**src/rtl/wb_sel_pkg.sv**
```systemverilog
// -----------------------------------------------------------------------------
// wb_sel_pkg
// Shared definitions for the writeback-result selector:
//   - buf_state_e     : occupancy of the two-entry skid buffer
//   - DEFAULT_WIDTH   : default data width of each source and of the output
//   - DEFAULT_NUM_SRC : default number of candidate sources
//   - SRC_*           : named source indices used by the core
//   - sel_out_of_range: helper that flags a select beyond the populated sources
// -----------------------------------------------------------------------------
package wb_sel_pkg;

    localparam int DEFAULT_WIDTH   = 32;
    localparam int DEFAULT_NUM_SRC = 4;

    localparam int SRC_ALU  = 0;
    localparam int SRC_LOAD = 1;
    localparam int SRC_PC4  = 2;
    localparam int SRC_GEMM = 3;

    typedef enum logic [1:0] {
        EMPTY = 2'b00,
        ONE   = 2'b01,
        FULL  = 2'b10
    } buf_state_e;

    // True when a select index addresses no populated source.
    function automatic logic sel_out_of_range(input int sel, input int num_src);
        return (sel >= num_src);
    endfunction

endpackage

```
**src/rtl/wb_select_pipe_mux.sv**
```systemverilog
// -----------------------------------------------------------------------------
// mux_nx1
// Purely combinational N-to-1 selector. Built as an AND-OR tree so that a
// select with no matching source (index >= NUM_SRC) produces all zeros.
// Parameters:
//   WIDTH   - width of each source word
//   NUM_SRC - number of sources (need not be a power of two)
// Ports:
//   in_data  - flattened sources, source k at [k*WIDTH +: WIDTH]
//   sel      - source index
//   out_data - selected word, zero when sel is out of range
// -----------------------------------------------------------------------------
module mux_nx1 #(
    parameter int  WIDTH   = 32,
    parameter int  NUM_SRC = 4,
    localparam int SEL_W   = $clog2(NUM_SRC)
) (
    input  logic [NUM_SRC*WIDTH-1:0] in_data,
    input  logic [SEL_W-1:0]         sel,
    output logic [WIDTH-1:0]         out_data
);

    logic [WIDTH-1:0] mux_data_s;

    // AND-OR select: each source contributes only when its index matches.
    always_comb begin
        mux_data_s = {WIDTH{1'b0}};
        for (int k = 0; k < NUM_SRC; k++) begin
            mux_data_s = mux_data_s |
                         (in_data[k*WIDTH +: WIDTH] & {WIDTH{sel == SEL_W'(k)}});
        end
    end

    assign out_data = mux_data_s;

endmodule

```
**src/rtl/wb_select_pipe.sv**
```systemverilog
// -----------------------------------------------------------------------------
// wb_select_pipe
// Writeback-result selector: picks one of NUM_SRC candidate results and
// registers it into a two-entry valid/ready skid buffer (head + skid).
// Optional feature macro: WB_SEL_ERR_EN adds a sticky out-of-range select flag.
// Parameters:
//   WIDTH   - data width
//   NUM_SRC - number of sources (>= 2)
// Ports:
//   clk, rst  - clock, asynchronous active-high reset
//   in_data   - flattened sources, source k at [k*WIDTH +: WIDTH]
//   in_sel    - source index
//   in_valid  - upstream offers a result
//   in_ready  - buffer can accept (registered, not FULL)
//   flush     - synchronous discard of all buffered results
//   out_data  - head of buffer
//   out_valid - head holds a valid word (registered, not EMPTY)
//   out_ready - writeback consumes the head this cycle
//   sel_err   - sticky out-of-range select flag (WB_SEL_ERR_EN only)
// -----------------------------------------------------------------------------
module wb_select_pipe
    import wb_sel_pkg::*;
#(
    parameter int  WIDTH   = DEFAULT_WIDTH,
    parameter int  NUM_SRC = DEFAULT_NUM_SRC,
    localparam int SEL_W   = $clog2(NUM_SRC)
) (
    input  logic                     clk,
    input  logic                     rst,
    input  logic [NUM_SRC*WIDTH-1:0] in_data,
    input  logic [SEL_W-1:0]         in_sel,
    input  logic                     in_valid,
    output logic                     in_ready,
    input  logic                     flush,
    output logic [WIDTH-1:0]         out_data,
    output logic                     out_valid,
`ifdef WB_SEL_ERR_EN
    output logic                     sel_err,
`endif
    input  logic                     out_ready
);

    logic [WIDTH-1:0] mux_data_s;
    logic             accept_s;
    logic             drain_s;

    buf_state_e       state_r;
    buf_state_e       state_nxt_s;
    logic [WIDTH-1:0] head_r;
    logic [WIDTH-1:0] head_nxt_s;
    logic [WIDTH-1:0] skid_r;
    logic [WIDTH-1:0] skid_nxt_s;
    logic             in_ready_r;
    logic             out_valid_r;

    mux_nx1 #(
        .WIDTH   (WIDTH),
        .NUM_SRC (NUM_SRC)
    ) u_mux (
        .in_data  (in_data),
        .sel      (in_sel),
        .out_data (mux_data_s)
    );

    // Handshakes use only registered flags, so in_ready never depends on out_ready.
    assign accept_s = in_valid & in_ready_r;
    assign drain_s  = out_valid_r & out_ready;

    // Next-state and datapath selection for the head/skid buffer.
    always_comb begin
        state_nxt_s = state_r;
        head_nxt_s  = head_r;
        skid_nxt_s  = skid_r;
        if (flush) begin
            // Flush wins over any accept or drain in the same cycle.
            state_nxt_s = EMPTY;
            head_nxt_s  = {WIDTH{1'b0}};
            skid_nxt_s  = {WIDTH{1'b0}};
        end else begin
            case (state_r)
                EMPTY: begin
                    if (accept_s) begin
                        state_nxt_s = ONE;
                        head_nxt_s  = mux_data_s;
                    end else begin
                        state_nxt_s = EMPTY;
                    end
                end
                ONE: begin
                    if (accept_s && !drain_s) begin
                        state_nxt_s = FULL;
                        skid_nxt_s  = mux_data_s;
                    end else if (accept_s && drain_s) begin
                        // Head leaves and the new word takes its place.
                        state_nxt_s = ONE;
                        head_nxt_s  = mux_data_s;
                    end else if (drain_s) begin
                        state_nxt_s = EMPTY;
                    end else begin
                        state_nxt_s = ONE;
                    end
                end
                FULL: begin
                    // in_ready is low here, so only a drain can change occupancy.
                    if (drain_s) begin
                        state_nxt_s = ONE;
                        head_nxt_s  = skid_r;
                        skid_nxt_s  = {WIDTH{1'b0}};
                    end else begin
                        state_nxt_s = FULL;
                    end
                end
                default: begin
                    state_nxt_s = EMPTY;
                    head_nxt_s  = {WIDTH{1'b0}};
                    skid_nxt_s  = {WIDTH{1'b0}};
                end
            endcase
        end
    end

    // Buffer state, data and handshake flags; flags are decoded from the next state.
    always_ff @(posedge clk or posedge rst) begin
        if (rst) begin
            state_r     <= EMPTY;
            head_r      <= {WIDTH{1'b0}};
            skid_r      <= {WIDTH{1'b0}};
            in_ready_r  <= 1'b1;
            out_valid_r <= 1'b0;
        end else begin
            state_r     <= state_nxt_s;
            head_r      <= head_nxt_s;
            skid_r      <= skid_nxt_s;
            in_ready_r  <= (state_nxt_s != FULL);
            out_valid_r <= (state_nxt_s != EMPTY);
        end
    end

    assign in_ready  = in_ready_r;
    assign out_valid = out_valid_r;
    assign out_data  = head_r;

`ifdef WB_SEL_ERR_EN
    logic sel_err_r;
    logic sel_oor_s;

    assign sel_oor_s = sel_out_of_range(int'(in_sel), NUM_SRC);

    // Sticky flag: set by any accept with an unpopulated select, cleared only by rst.
    always_ff @(posedge clk or posedge rst) begin
        if (rst) begin
            sel_err_r <= 1'b0;
        end else begin
            sel_err_r <= sel_err_r | (accept_s & sel_oor_s);
        end
    end

    assign sel_err = sel_err_r;
`endif

endmodule

```
**config.mk**
```make
export PLATFORM = sky130hd
export DESIGN_NAME = wb_select_pipe
export DESIGN_NICKNAME = d
export VERILOG_FILES = /design/src/rtl/wb_sel_pkg.sv /design/src/rtl/wb_select_pipe_mux.sv /design/src/rtl/wb_select_pipe.sv
export SDC_FILE = /design/constraint.sdc
export NUM_CORES = 1
export LEC_CHECK = 0
export ABC_AREA = 1
export CAP_MARGIN = 10
export CORE_MARGIN = 5
export CORE_UTILIZATION = 40
export DETAILED_ROUTE_END_ITERATION = 10
export PLACE_DENSITY = 0.72
export SKIP_LAST_GASP = 1
export SLEW_MARGIN = 0
export SYNTH_ARGS = -nofsm -noshare
export SYNTH_HDL_FRONTEND = slang
export SYNTH_HIERARCHICAL = 1
export SYNTH_SLANG_ARGS = --single-unit
```
**constraint.sdc**
```tcl
create_clock -name clk -period 4.47 [get_ports clk]
set_input_delay 0.894 -clock clk [delete_from_list [all_inputs] [get_ports clk]]
set_output_delay 0.894 -clock clk [all_outputs]
set_load 0.005 [all_outputs]
```
==> impl_metrics.json <==
{
  "die_y_microns": 120.4,
  "slew_viol_final": 0,
  "worstMarginPinSlew_ns": 1.070,
  "htreeDepth": 3,
  "dieArea_sq_um": 14500,
  "clk_latency_ns": 0.33,
  "min_period_ns": 3.182,
  "nFillCells": 1199,
  "yosys.area.top_type": "dfrtp_1",
  "timing.fmax_mhz": 314.3,
  "post-place-ws_ns": 1.012,
  "wirelength_microns": 15530,
  "fp-row-count": 40,
  "synth.area.top_cells": "dfrtp_1 (34%), nand2_1 (25%), nand3_1 (18%)",
  "synth_xor_area_share_pct": 0,
  "gr-total-overflow": 0,
  "crit_path_start": "flush",
  "netlist.area_leader.share_pct": 34.38,
  "min_from": "skid_r[20]",
  "drtPass1Iterations": 5,
  "synthAdderAreaFrac_pct": 0,
  "critical_path.max_fanout": 33,
  "dr_total_vias": 5384,
  "yosysWarnings": 6,
  "io-pin-count": 169,
  "grt_setup_unrepaired": "no",
  "p_per_area_nw_per_um2": 316.2,
  "p_leak_nw": 3.607,
  "wl_per_cell_microns": 14.25,
  "post_cts_buffers": 0,
  "cp.arrival_ns": 3.39,
  "clk_pin_slew_ns": 0.05,
  "slowest_delay_ns": 0.83,
  "cpMaxStageDelayCell": "clkdlybuf4s50_1",
  "drtIter0Drc": 433,
  "ir_drop_v": 0.0001927,
  "die_x_microns": 120.4,
  "place.gp.congestion": 0.8520,
  "drv_cap": 0,
  "viasPerCell": 4.939,
  "port_buffers": 168,
  "setup_ws_ns": 1.288,
  "post_cts_resized": 0,
  "grt_pass1_vias": 4996,
  "drcViolationCount": 0,
  "path_class": "primary input to flip-flop",
  "yosys.area_share.simple_pct": 46.66,
  "cp.required_ns": 4.68,
  "syn-instance-count": 805,
  "ys_seq_elements": 68,
  "antenna_found_initial": 0,
  "cp_common_cell": "nand2_1",
  "status": "completed",
  "cts_buffer_depth": 2,
  "syn_avg_cell_area_sq_um": 6.059,
  "cts_buffers": 9,
  "core_sq_um": 11960,
  "initial_core_util_pct": 40.77,
  "grt_pass1_wl_microns": 25510,
  "nNetsFinal": 1073,
  "r2r-start": "state_r[1]",
  "slew_headroom_pct": 28.60,
  "synth_top_family_by_area": "simple AND/OR/NAND/NOR gates",
  "fin_util_pct": 57.15,
  "r2r_setup_slack_ns": 2.14,
  "synthesis.nets": 940,
  "synth_compound_area_share_pct": 3.797,
  "netlist_area_sq_um": 4877,
  "start_kind": "primary input",
  "fin_setup_tns_ns": 0,
  "area.growth.synth_to_final_pct": 40.17,
  "yosysSeqAreaShare_pct": 34.92,
  "ant_nets": 0,
  "end_kind": "flip-flop",
  "cts_tree": "done",
  "ys_types": 18,
  "setup-violations-final": 0,
  "grt_start_max_net_pins": 59,
  "hold_class": "flip-flop to flip-flop",
  "clock-skew-final_ns": 0.004566,
  "dp_hpwl_microns": 11200,
  "grt.total_usage_pct": 21.69,
  "hold_buffers": 0,
  "fin_crit_sh_pct": 71.19,
  "drive_gt1_share_pct": 4.136,
  "finalHoldViolations": 0,
  "yosys-mux-area-fraction_pct": 0,
  "cts.sinks": 68,
  "cts-root-buf": "clkbuf_16",
  "crit_chain": "clkdlybuf4s50_1 -> inv_2 -> nand3_2 -> buf_4 -> nand2_2 -> nand2_1 -> nand2_1",
  "diodes": 0
}
==> routing by layer <==
| layer | track usage (%) | share of wire (%) | up-vias |
|---|---|---|---|
| met4 | 6.445 | 1.4 | 0 |
| met1 | 31.40 | 46 | 2427 |
| met3 | 4.397 | 7.4 | 14 |
| met5 | 0 | 0 | - |
| met2 | 32.69 | 45 | 186 |
| li1 | - | - | 2757 |
==> synth_stat cells <==
| cell type | count |
|---|---|
| nand4_1 | 1 |
| nand3_2 | 2 |
| inv_2 | 3 |
| nor2_4 | 1 |
| nand2_1 | 322 |
| a21oi_1 | 13 |
| o21ai_1 | 1 |
| inv_1 | 102 |
| buf_2 | 30 |
| nand2_2 | 2 |
| clkbuf_1 | 5 |
| o21ai_0 | 23 |
| dfrtp_1 | 67 |
| nor2_2 | 2 |
| nor2_1 | 37 |
| nand3_1 | 173 |
| buf_4 | 20 |
| dfstp_2 | 1 |
==> worst paths after layout <==
kind / to / cells past startpoint
min in group asynchronous: out_data[9] / 2
max in group asynchronous: out_data[14] / 3
worst min-delay path: skid_r[20] / 2
worst max-delay path: skid_r[18] / 7
worst min register to register: skid_r[20] / 2
worst max register to register: skid_r[18] / 7
==> metrics by stage <==
step	power [W]	instances	cell area [sq um]	hold WS [ns]
after global placement	0.001330	1074	6485	0.4571
after CTS	0.002174	1090	6837	0.4721
after global routing	0.002275	1090	6837	0.4873
final	0.002162	1090	6837	0.4697
after detailed placement	0.001336	1074	6485	0.4587
after floorplan	0.001043	805	4877	0.4422
==> layout by cell type, fill, tap and decap left out, types with 3 or more instances in the layout <==
cell type / synthesis / layout
nor2_1: 37 / 37
inv_2: 3 / 4
clkdlybuf4s50_1: 0 / 166
clkbuf_16: 0 / 9
nand3_1: 173 / 173
nand2_1: 322 / 322
buf_4: 20 / 9
o21ai_0: 23 / 23
inv_1: 102 / 101
bufinv_16: 0 / 3
a21oi_1: 13 / 13
dfrtp_1: 67 / 67
==> registers in the layout, indices dropped and copies added (netlist names) <==
signal	count
out_valid	1
skid_r	32
in_ready	1
out_data	32
state_r	2
==> cells by family (layout without fill, tap and decap cells) <==
logic type,Yosys count,in the layout
AOI/OAI and AO/OA,37,37
buffers and inverters,160,298
DFF,68,68
and+or+nand+nor,540,540
==> area by class of cell <==
| class | instances | area [sq um] | share of cell area (%) |
|---|---|---|---|
| clock buffer | 12 | 256.5 | 3.752 |
| clock inverter | 4 | 95.09 | 1.391 |
| inverter | 105 | 394.1 | 5.765 |
| multi-input combinational | 577 | 2465 | 36.05 |
| sequential | 68 | 1703 | 24.91 |
| tap | 147 | 183.9 | 2.690 |
| timing repair buffer | 177 | 1739 | 25.44 |
==> power by group <==
part | internal, W | total, W | switching [W] | leakage, nW
clock network | 0.000574 | 0.000836 | 0.000261 | 0.173
logic | 0.000280 | 0.000590 | 0.000310 | 2.52
registers | 0.000686 | 0.000736 | 0.0000501 | 0.913
total | 0.00154 | 0.00216 | 0.000621 | 3.61
==> worst max-delay path, delay by kind of cell <==
family	cells	cell delay, ns
buffers and inverters	3	1.56
AND/OR/NAND/NOR	4	0.91
(Power assumes the default switching activity.)
